**config.mk**
```make
export PLATFORM = sky130hd
export DESIGN_NAME = huff_enc_sched
export DESIGN_NICKNAME = d
export VERILOG_FILES = /design/src/rtl/huff_enc_sched.sv
export SDC_FILE = /design/constraint.sdc
export NUM_CORES = 1
export LEC_CHECK = 0
export CAP_MARGIN = 20
export CORE_UTILIZATION = 30
export CTS_BUF_LIST = sky130_fd_sc_hd__clkbuf_2 sky130_fd_sc_hd__clkbuf_4 sky130_fd_sc_hd__clkbuf_8
export DETAILED_ROUTE_END_ITERATION = 7
export GPL_ROUTABILITY_DRIVEN = 0
export MAX_ROUTING_LAYER = met4
export SLEW_MARGIN = 20
export SYNTH_ARGS = -nofsm -noshare
export SYNTH_HDL_FRONTEND = slang
export SYNTH_SLANG_ARGS = --single-unit
```
**constraint.sdc**
```tcl
create_clock -name Clk_in -period 5.7 [get_ports Clk_in]
set_input_delay 1.14 -clock Clk_in [delete_from_list [all_inputs] [get_ports Clk_in]]
set_output_delay 1.14 -clock Clk_in [all_outputs]
set_load 0.02 [all_outputs]
```
**src/rtl/huff_enc_sched.sv**
```systemverilog
// Huffman serial-output scheduler: symbol FIFO, writable 10-entry code table, MSB-first serializer.
// Optional macro HUFF_LEN_HDR_EN prefixes each valid code with its 4-bit length.
module huff_enc_sched #(
  parameter int DEPTH = 4,
  parameter int CNT_W = 16
) (
  input  logic             Clk_in,
  input  logic             Rst,
  input  logic             Tbl_we,
  input  logic [3:0]       Tbl_addr,
  input  logic [12:0]      Tbl_data,
  input  logic             Sym_valid,
  input  logic [3:0]       Sym,
  input  logic             Sym_last,
  output logic             Sym_ready,
  output logic             Out,
  output logic             Outt,
  input  logic             Out_ready,
  output logic             Busy,
  output logic             Fin,
  output logic             Err,
  output logic [CNT_W-1:0] Bit_cnt,
  output logic [2:0]       Dbg_state
);
  localparam int AW = (DEPTH > 1) ? $clog2(DEPTH) : 1;
  localparam logic [AW:0] C_FULL = (AW+1)'(DEPTH);

  typedef enum logic [2:0] {
    S_IDLE = 3'd0,
    S_LOAD = 3'd1,
    S_BITS = 3'd2,
    S_END  = 3'd3
`ifdef HUFF_LEN_HDR_EN
    , S_HDR = 3'd4
`endif
  } state_t;

  state_t            r_state;
  logic [4:0]        r_mem [DEPTH];
  logic [AW-1:0]     r_wr, r_rd;
  logic [AW:0]       r_count;
  logic [12:0]       r_tbl [10];
  logic [12:0]       r_code;
  logic              r_last;
  logic [3:0]        r_idx;
  logic              r_out, r_outt, r_fin, r_err, r_new;
  logic [CNT_W-1:0]  r_cnt;
`ifdef HUFF_LEN_HDR_EN
  logic [1:0]        r_hidx;
`endif

  logic              w_push, w_pop, w_bad, w_more;
  logic [AW:0]       w_cnt_nxt;
  logic [4:0]        w_head;
  logic [12:0]       w_code;
  logic [3:0]        w_len, w_rlen;

  // Handshake: a symbol transfers on a rising edge where Sym_valid & Sym_ready; Sym_ready depends only on registered occupancy.
  assign Sym_ready = (r_count != C_FULL);
  assign w_push    = Sym_valid & Sym_ready;
  assign w_pop     = (r_state == S_LOAD);
  assign w_cnt_nxt = r_count + (AW+1)'(w_push) - (AW+1)'(w_pop);
  assign w_more    = (w_cnt_nxt != '0);
  assign w_head    = r_mem[r_rd];
  assign w_len     = w_code[12:9];
  assign w_rlen    = r_code[12:9];
  assign w_bad     = (w_head[3:0] > 4'd9) | (w_len == 4'd0) | (w_len > 4'd9);

  always_comb begin
    w_code = '0;
    for (int i = 0; i < 10; i++)
      if (w_head[3:0] == 4'(i)) w_code = r_tbl[i];
  end

  always_ff @(posedge Clk_in) begin
    if (w_push) r_mem[r_wr] <= {Sym_last, Sym};
  end

  always_ff @(posedge Clk_in or posedge Rst) begin
    if (Rst) begin
      r_wr    <= '0;
      r_rd    <= '0;
      r_count <= '0;
    end else begin
      if (w_push) r_wr <= r_wr + 1'b1;
      if (w_pop)  r_rd <= r_rd + 1'b1;
      r_count <= w_cnt_nxt;
    end
  end

  always_ff @(posedge Clk_in or posedge Rst) begin
    if (Rst) begin
      for (int i = 0; i < 10; i++) r_tbl[i] <= '0;
    end else if (Tbl_we && Tbl_addr <= 4'd9) begin
      r_tbl[Tbl_addr] <= Tbl_data;
    end
  end

  // The code is latched in LOAD, so table writes never disturb the symbol in flight.
  always_ff @(posedge Clk_in or posedge Rst) begin
    if (Rst) begin
      r_state <= S_IDLE;
      r_code  <= '0;
      r_last  <= 1'b0;
      r_idx   <= '0;
      r_out   <= 1'b0;
      r_outt  <= 1'b0;
      r_fin   <= 1'b0;
      r_err   <= 1'b0;
      r_new   <= 1'b1;
      r_cnt   <= '0;
`ifdef HUFF_LEN_HDR_EN
      r_hidx  <= '0;
`endif
    end else begin
      r_fin <= 1'b0;
      case (r_state)
        S_IDLE: if (w_more) r_state <= S_LOAD;
        S_LOAD: begin
          r_code <= w_code;
          r_last <= w_head[4];
          if (r_new) begin
            r_cnt <= '0;
            r_new <= 1'b0;
          end
          if (w_bad) begin
            r_err <= 1'b1;
            if (w_head[4]) begin
              r_state <= S_END;
              r_fin   <= 1'b1;
            end else begin
              r_state <= w_more ? S_LOAD : S_IDLE;
            end
          end else begin
            r_idx  <= w_len - 4'd1;
            r_outt <= 1'b1;
`ifdef HUFF_LEN_HDR_EN
            r_state <= S_HDR;
            r_hidx  <= 2'd3;
            r_out   <= w_len[3];
`else
            r_state <= S_BITS;
            r_out   <= w_code[w_len - 4'd1];
`endif
          end
        end
`ifdef HUFF_LEN_HDR_EN
        S_HDR: if (Out_ready) begin
          if (r_cnt != {CNT_W{1'b1}}) r_cnt <= r_cnt + 1'b1;
          if (r_hidx == 2'd0) begin
            r_state <= S_BITS;
            r_out   <= r_code[r_idx];
          end else begin
            r_hidx <= r_hidx - 2'd1;
            r_out  <= w_rlen[r_hidx - 2'd1];
          end
        end
`endif
        S_BITS: if (Out_ready) begin
          if (r_cnt != {CNT_W{1'b1}}) r_cnt <= r_cnt + 1'b1;
          if (r_idx == 4'd0) begin
            r_outt <= 1'b0;
            r_out  <= 1'b0;
            if (r_last) begin
              r_state <= S_END;
              r_fin   <= 1'b1;
            end else begin
              r_state <= w_more ? S_LOAD : S_IDLE;
            end
          end else begin
            r_idx <= r_idx - 4'd1;
            r_out <= r_code[r_idx - 4'd1];
          end
        end
        S_END: begin
          r_state <= S_IDLE;
          r_new   <= 1'b1;
        end
        default: r_state <= S_IDLE;
      endcase
    end
  end

  assign Out       = r_out;
  assign Outt      = r_outt;
  assign Fin       = r_fin;
  assign Err       = r_err;
  assign Bit_cnt   = r_cnt;
  assign Busy      = (r_count != '0) | (r_state != S_IDLE);
  assign Dbg_state = r_state;
endmodule

```
==> impl_metrics.ini, run 1 <==
[die]
die_width_um = 184
core.rowCount = 66
die_area_mm2 = 0.0340
dieHeight_um = 184
ios = 52
coreArea_mm2 = 0.0326
initial_core_util_pct = 30.6

[synth]
ys_ff_latch = 198
yosys_warnings = 0
syn_inst = 826
synth_nets = 869
ys_async_sr_fraction_pct = 89.9
synth_edf_count = 20
ys_seq_area_share_pct = 50.7
yosys.cell_types.count = 82
synth_area_per_cell_um2 = 12.1
synth_ff_type = dfrtp_1
syn-cell-area_mm2 = 0.00998

[clock_network]
cts_hold_buf = 0
cts-resized-gates = 0
clock_latency_ps = 490
cts.clk_slew.worst_paths_ps = 100
post_cts_buffers = 0
clock-sinks = 198
clockBufferDepth = 2
cts_root_buf = clkbuf_8
cts_made_buffers = 17
cts_tree = done
h-tree-depth = 4

[detailed_routing]
wl_per_cell_um = 18.4
first_iter_violations = 537
firstDrtPassIters = 5
drc_errors = 0
drt-total-wl_mm = 24.1
antenna_left = 0
vias = 6740
via_per_inst = 5.15

[power_and_ir_drop]
clkPwrFrac_pct = 16.8
power.leakage_nw = 4.61
internal_power_mw = 3.34
p_sw_mw = 2.30
max-vdd-ir-drop_mv = 0.197
power_density_mw_per_mm2 = 499
swShare_pct = 40.8
power.share.sequential_pct = 36.1
p_comb_share_pct = 47.1

[layout]
n_antenna_cell = 0
nets = 897
drive_above_1_share_pct = 25.1
final.fill_count = 3250
area_growth_pct = 13.3
finalInstanceArea_mm2 = 0.0113
layout_common_cells = dfrtp_1 (177), mux2_2 (147), clkdlybuf4s50_1 (50), nor2_1 (47)
final_common_cell = dfrtp_1

[global_route]
overflow = 0
antenna_found_initial = 0
grt_max_degree = 144
grt_pass1_vias = 6815
grt_usage_pct = 15.5
grt_pass1_wl_mm = 39.0

[critical_path]
crit_type = reg -> reg
required_ps = 6080
crit_chain = mux4_2, buf_4, and4b_1, a311oi_1, o21ai_0, o21ai_4, ha_1, nand3_1, mux2_2, and2_1, o21ai_2, mux2_2
critPathMaxFanout = 33
path_buf_inv = 1
max_stage_delay_ps = 910
crit_arrival_ps = 4900
cpMostUsedCell = mux2_2
cp_slowest_cell = mux4_2
critPathCaptureType = register
cp-start-kind = register
cp_top_family = multiplexers

[timing]
final_hold_viol_count = 0
layout_setup_ws_ps = 1180
min_period_over_period_pct = 79.3
rsz0062_at_grt = false
setup_viol = 0
fmax_mhz = 221
tightest_slew_ps = 985
max-slew-margin-rel_pct = 34.3
setup_tns_ps = 0
final.setup_skew_ps = 17.4
drv_slew = 0
finalCriticalPeriod_ps = 4520

[placement]
dp_hpwl_mm = 16.7
placed_area_mm2 = 0.0109
io_buffers = 50
dp_slack_ps = 1220

[min_path]
hold_class = reg -> reg

[run_status]
outcome = finished, final reports clean

[run]
max_cap_viol_count = 0
[routing by layer]
metal  vias up  part of all wire [%]  GRT usage [%]
met4         0                   1.9           4.97
met2       155                    46           24.1
met3        36                   4.4           2.61
met1      3467                    47           20.5
li1       3082                     -              -
met5         -                     0              -
[worst register-to-register path, delay by kind of cell, from the launching register on]
kind / cells / cell delay [ps]
mux: 3 / 1590
flops: 1 / 700
fa+ha+maj: 1 / 210
simple gates: 3 / 580
compound gates: 4 / 990
buf+inv: 1 / 340
[cell families (layout without fill, tap and decap cells)]
family	after synthesis	in the layout	share of synthesized area, %
compound gates	150	150	10.8
xor+xnor	16	16	1.40
fa+ha+maj	16	16	2.08
buf+inv	75	116	3.33
flops	198	198	50.7
mux	179	179	21.5
other cells	1	1	0.0376
simple gates	191	191	10.2
[cells in the mapped netlist (all sizes together), types with 4 or more instances]
library cell	number	area (um^2)
a21o	4	30.0
a21oi	26	134
a221o	4	40.0
a221oi	9	91.3
a22o	8	70.1
a22oi	8	60.1
a2bb2oi	4	41.3
a31oi	6	52.6
and2	6	37.5
and3	6	37.5
buf	32	171
clkbuf	20	75.1
dfrtp	177	4430
edfxtp	20	601
ha	15	188
inv	22	82.6
mux2	149	1680
mux2i	18	180
mux4	12	285
nand2	35	131
nand2b	16	100
nand3	13	70.1
nand3b	6	45.0
nand4	4	25.0
nor2	49	186
nor2b	15	93.8
nor3	9	45.0
nor3b	8	60.1
o21ai	39	210
o22ai	8	50.1
or3	8	50.1
xnor2	10	87.6
xor2	6	52.6
[registers in the layout, indices dropped and copies added (netlist names)]
name	cells
Bit_cnt	16
Dbg_state	2
Err	1
Fin	1
Out	1
Outt	1
r_code	13
r_count	3
r_idx	4
r_last	1
r_mem	20
r_new	1
r_rd	2
r_tbl	130
r_wr	2
[cell type report]
| type | count | area [um^2] | share of cell area, % |
|---|---|---|---|
| Clock buffer | 20 | 269 | 2.38 |
| Clock inverter | 12 | 143 | 1.26 |
| Inverter | 23 | 90.1 | 0.797 |
| Multi-Input combinational cell | 553 | 4600 | 40.7 |
| Sequential cell | 198 | 5060 | 44.7 |
| Tap cell | 442 | 553 | 4.89 |
| Timing Repair Buffer | 61 | 596 | 5.27 |
[final timing paths]
path	end	start	slack, ps	cells after the start
max	r_idx[1]	r_rd[0]	1180	12
min	r_code[9]	r_code[9]	490	2
max reg2reg	r_idx[1]	r_rd[0]	1180	12
min reg2reg	r_code[9]	r_code[9]	490	2
max in group asynchronous	r_code[5]	Rst	3250	3
min in group asynchronous	Bit_cnt[9]	Rst	1160	2
[through the flow]
| step | std cells | hold WS [ps] | utilization (%) | power (mW) |
|---|---|---|---|---|
| after detailed placement | 1277 | 470 | 33.4 | 4.72 |
| after floorplan | 826 | 448 | - | 4.03 |
| after global routing | 1309 | 525 | 34.7 | 6.03 |
| after global placement | 1277 | 475 | 33.4 | 4.68 |
| after CTS | 1309 | 495 | 34.7 | 5.68 |
| final | 1309 | 492 | 34.7 | 5.64 |
[power groups by stage]
| stage | Sequential (mW) | Clock [mW] | Combinational (mW) |
|---|---|---|---|
| floorplan | 1.97 | 0 | 2.06 |
| global placement | 2.07 | 0 | 2.61 |
| detailed placement | 2.06 | 0 | 2.65 |
| CTS | 2.04 | 0.975 | 2.66 |
| global route | 2.09 | 1.03 | 2.91 |
| finish | 2.04 | 0.949 | 2.66 |
No activity file was read; power rests on OpenSTA's default activity.
==> run 2: changes to the inputs <==
- clock period: 5.7 -> 4.3 ns (I/O delays scaled with it)
==> impl_metrics.ini, run 2 (synthesized netlist as in run 1, its figures left out) <==
[timing]
setup_tns_ps = 0
rsz0062_at_grt = false
min_period_over_period_pct = 94.7
holdWs_ps = 496
finalCriticalPeriod_ps = 4070
tightest_slew_ps = 967
final_hold_viol_count = 0
drv_slew = 0
setup_viol = 0
final.setup_skew_ps = 14.2
fmax_mhz = 246
max-slew-margin-rel_pct = 35.5

[min_path]
hold_class = reg -> reg
holdCritStartpoint = r_code[9]

[global_route]
overflow = 0
antenna_found_initial = 0
grt_max_degree = 49
grt_pass1_vias = 6912
grt_pass1_wl_mm = 40.6
grt_usage_pct = 16.4

[run_status]
outcome = finished, final reports clean

[layout]
final_common_cell = dfrtp_1
drive_above_1_share_pct = 26.8
top_register = r_tbl
area_growth_pct = 15.6
nets = 918
finalInstanceArea_mm2 = 0.0115
largest_reg_flops = 130
n_antenna_cell = 0
layout_common_cells = dfrtp_1 (175), mux2_2 (147), clkdlybuf4s50_1 (50), nor2_1 (48)

[detailed_routing]
first_iter_violations = 586
drt-total-wl_mm = 26.6
drc_errors = 0
via_per_inst = 5.21
wl_per_cell_um = 20.0
antenna_left = 0
vias = 6925
firstDrtPassIters = 5

[critical_path]
crit_chain = mux4_2, buf_4, nand3b_1, o21ai_0, a221oi_1, a2bb2oi_2, buf_4, inv_1, ha_1, nor2_1, nor3_1, mux2_2, and2_1, o21ai_2, mux2_2
max_stage_delay_ps = 560
cp-start-kind = register
crit_type = reg -> reg
startpoint = r_rd[0]
required_ps = 4670
cp_slowest_cell = mux4_2
critPathMaxFanout = 16
critPathCaptureType = register
r2r-start = r_rd[0]
crit_arrival_ps = 4440

[clock_network]
cts.clk_slew.worst_paths_ps = 100
cts_made_buffers = 17
post_cts_buffers = 0
clock_latency_ps = 490
clock-sinks = 198
cts_tree = done
cts_root_buf = clkbuf_8
clockBufferDepth = 2
h-tree-depth = 4

[power_and_ir_drop]
clkPwrFrac_pct = 16.5
power.share.sequential_pct = 35.4
power.leakage_nw = 4.75
p_sw_mw = 3.19
internal_power_mw = 4.55
power_density_mw_per_mm2 = 670
swShare_pct = 41.2
p_comb_share_pct = 48.1
max-vdd-ir-drop_mv = 0.250

[die]
initial_core_util_pct = 30.6
dieHeight_um = 184
coreArea_mm2 = 0.0326
ios = 52
die_width_um = 184
die_area_mm2 = 0.0340
core.rowCount = 66

[placement]
io_buffers = 50
placed_area_mm2 = 0.0111
dp_hpwl_mm = 18.0

[run]
max_cap_viol_count = 0
==> run 2: cell count changes in the layout (fill, tap and decap cells not counted), moves of 2 or more <==
cell,change
inv_8,+3
dfrtp_1,-2
mux4_1,+2
buf_12,+2
clkinvlp_4,-2
dfrtp_2,+2
buf_4,+17
==> run 2: path summary, 6_finish.rpt <==
check,endpoint,slack (ps),depth (start not counted)
max,r_idx[1],230,15
min,r_code[9],500,2
max reg2reg,r_idx[1],230,15
min reg2reg,r_code[9],500,2
max in group asynchronous,r_tbl[33],2570,3
min in group asynchronous,r_tbl[37],910,2
==> run 2: critical path, delay by kind of cell (launching register included) <==
| family | cells | cell delay, ps |
|---|---|---|
| buffers and inverters | 3 | 570 |
| multiplexers | 3 | 1230 |
| AO/OA/AOI/OAI | 4 | 910 |
| AND/OR/NAND/NOR | 4 | 540 |
| flip-flops | 1 | 520 |
| adder cells (fa/ha/maj) | 1 | 170 |
==> run 2: power groups by stage <==
stage	clock [mW]	combinational (mW)	sequential [mW]
final	1.28	3.72	2.74
after global routing	1.39	4.01	2.80
after CTS	1.32	3.66	2.71
after detailed placement	0	3.65	2.74
after global placement	0	3.61	2.74
after floorplan	0	2.73	2.61
==> run 2: cell type report <==
type                       count  area, um^2
fill                        3163       21100
sequential                   198        5060
multi-input combinational    555        4650
timing repair buffer          80         763
tap                          442         553
clock buffer                  19         262
clock inverter                13         159
inverter                      23        90.1
==> run 2: per-stage QoR <==
stage                     std cells  setup slack, ps  total power [mW]  util [%]
after floorplan                 826              451              5.34         -
after global placement         1296              277              6.35      33.9
after detailed placement       1296              218              6.39      33.9
after CTS                      1328              190              7.70      35.2
after global routing           1330             39.2              8.20      35.4
final                          1330              230              7.73      35.4
==> run 2: layer usage <==
metal  share of wire [%]  up-vias  routed length (um)  global-route usage, %
li1                    -     3124                   -                      -
met1                  46     3564               12200                   21.7
met2                  46      205               12300                   25.1
met3                 5.4       32                1440                   3.18
met4                 2.2        0                 586                   5.83
met5                   0        -                   0                      -
==> run 2: repair_timing <==
action	CTS	global route
gates resized for setup	0	2
hold buffers	0	0
setup endpoints to repair	0	2
==> run 3: changes to the inputs <==
- PLACE_DENSITY_LB_ADDON: default -> 0.12
==> impl_metrics.ini, run 3 (synthesized netlist as in run 1, its figures left out) <==
[layout]
top_register = r_tbl
largest_reg_flops = 130
drive_above_1_share_pct = 27.4
nets = 924
layout_common_cells = dfrtp_1 (176), mux2_2 (147), clkdlybuf4s50_1 (50), nor2_1 (48), buf_4 (36)
n_antenna_cell = 0
final_common_cell = dfrtp_1
area_growth_pct = 15.6
final.fill_count = 3246

[critical_path]
critPathMaxFanout = 20
crit_arrival_ps = 4360
cp-start-kind = register
max_stage_delay_ps = 600
crit_type = reg -> reg
critPathCaptureType = register
required_ps = 4680
crit_chain = mux4_2, buf_4, nor2_2, a221oi_1, a2bb2oi_2, buf_4, inv_1, ha_1, nor2_1, nor3_1, mux2_2, and2_1, o21ai_2, mux2_2
cp_slowest_cell = dfrtp_1

[detailed_routing]
drc_errors = 0
drt-total-wl_mm = 27.9
wl_per_cell_um = 20.9
firstDrtPassIters = 4
via_per_inst = 5.04
first_iter_violations = 411
antenna_left = 0
vias = 6732

[clock_network]
cts.clk_slew.worst_paths_ps = 100
clock-sinks = 198
clock_latency_ps = 500
cts_tree = done
cts_root_buf = clkbuf_8
h-tree-depth = 4
cts_made_buffers = 17
cts_hold_buf = 0
cts-resized-gates = 0
clockBufferDepth = 2
post_cts_buffers = 0

[timing]
rsz0062_at_grt = false
min_period_over_period_pct = 92.5
tightest_slew_ps = 1110
final.setup_skew_ps = 19.1
setup_tns_ps = 0
fmax_mhz = 251
layout_setup_ws_ps = 320
finalCriticalPeriod_ps = 3980
holdWs_ps = 485
setup_viol = 0
drv_slew = 0
max-slew-margin-rel_pct = 26.0
final_hold_viol_count = 0

[run_status]
outcome = finished, final reports clean

[power_and_ir_drop]
power.leakage_nw = 4.77
max-vdd-ir-drop_mv = 0.263
power_density_mw_per_mm2 = 677
totalPowerFinal_mw = 7.82

[die]
initial_core_util_pct = 30.6
core.rowCount = 66
die_area_mm2 = 0.0340
ios = 52
dieHeight_um = 184
coreArea_mm2 = 0.0326
die_width_um = 184

[min_path]
hold_class = reg -> reg

[placement]
io_buffers = 50
dp_slack_ps = 238
dp_hpwl_mm = 19.8

[global_route]
overflow = 0
antenna_found_initial = 0
grt_pass1_vias = 6868
grt_pass1_wl_mm = 43.6
grt_max_degree = 67
grt_usage_pct = 18.0

[run]
max_cap_viol_count = 0
==> run 3: cell count changes in the layout (fill, tap and decap cells not counted), moves of 2 or more <==
cell / before / now
mux4_1: 6 / 4
clkinv_8: 0 / 2
buf_4: 27 / 36
inv_6: 2 / 5
inv_8: 4 / 2
==> run 3: worst paths after layout <==
path	slack [ps]	depth (start not counted)	start	end
worst max register to register	320	14	r_rd[1]	r_idx[1]
min in group asynchronous	870	2	Rst	Bit_cnt[8]
max in group asynchronous	2580	3	Rst	r_tbl[83]
worst min-delay path	480	1	Err	Err
worst max-delay path	320	14	r_rd[1]	r_idx[1]
worst min register to register	480	1	Err	Err
==> run 3: cell type report <==
class,instances,area (um^2),area share [%]
clock inverter,14,185,1.60
multi-input combinational,553,4600,39.8
timing repair buffer,88,811,7.02
tap,442,553,4.79
clock buffer,18,248,2.15
sequential,198,5060,43.8
inverter,23,90.1,0.780
==> run 3: report_power, final <==
| part | switching, mW | internal (mW) |
|---|---|---|
| clock | 0.746 | 0.562 |
| sequential | 0.345 | 2.37 |
| combinational | 2.15 | 1.65 |
| total | 3.24 | 4.57 |
==> run 3: metal layers <==
metal | track usage, % | up-vias | routed length (um)
met5 | - | - | 0
li1 | - | 3145 | -
met2 | 26.3 | 96 | 12400
met3 | 2.75 | 29 | 868
met4 | 5.67 | 0 | 558
met1 | 25.4 | 3462 | 14000
==> run 3: worst max-delay path, delay by kind of cell (launching register included) <==
| kind | cells | cell delay (ps) |
|---|---|---|
| AOI/OAI and AO/OA | 3 | 830 |
| adders and majority gates | 1 | 170 |
| buffers and inverters | 3 | 560 |
| and+or+nand+nor | 4 | 480 |
| DFF | 1 | 600 |
| muxes | 3 | 1210 |
==> run 3: metrics by stage <==
step,cell area [um^2],util [%],instances
after floorplan,9990,-,826
after global placement,11100,34.1,1304
after detailed placement,11100,34.1,1304
after CTS,11500,35.4,1336
after global routing,11500,35.4,1336
final,11500,35.4,1336
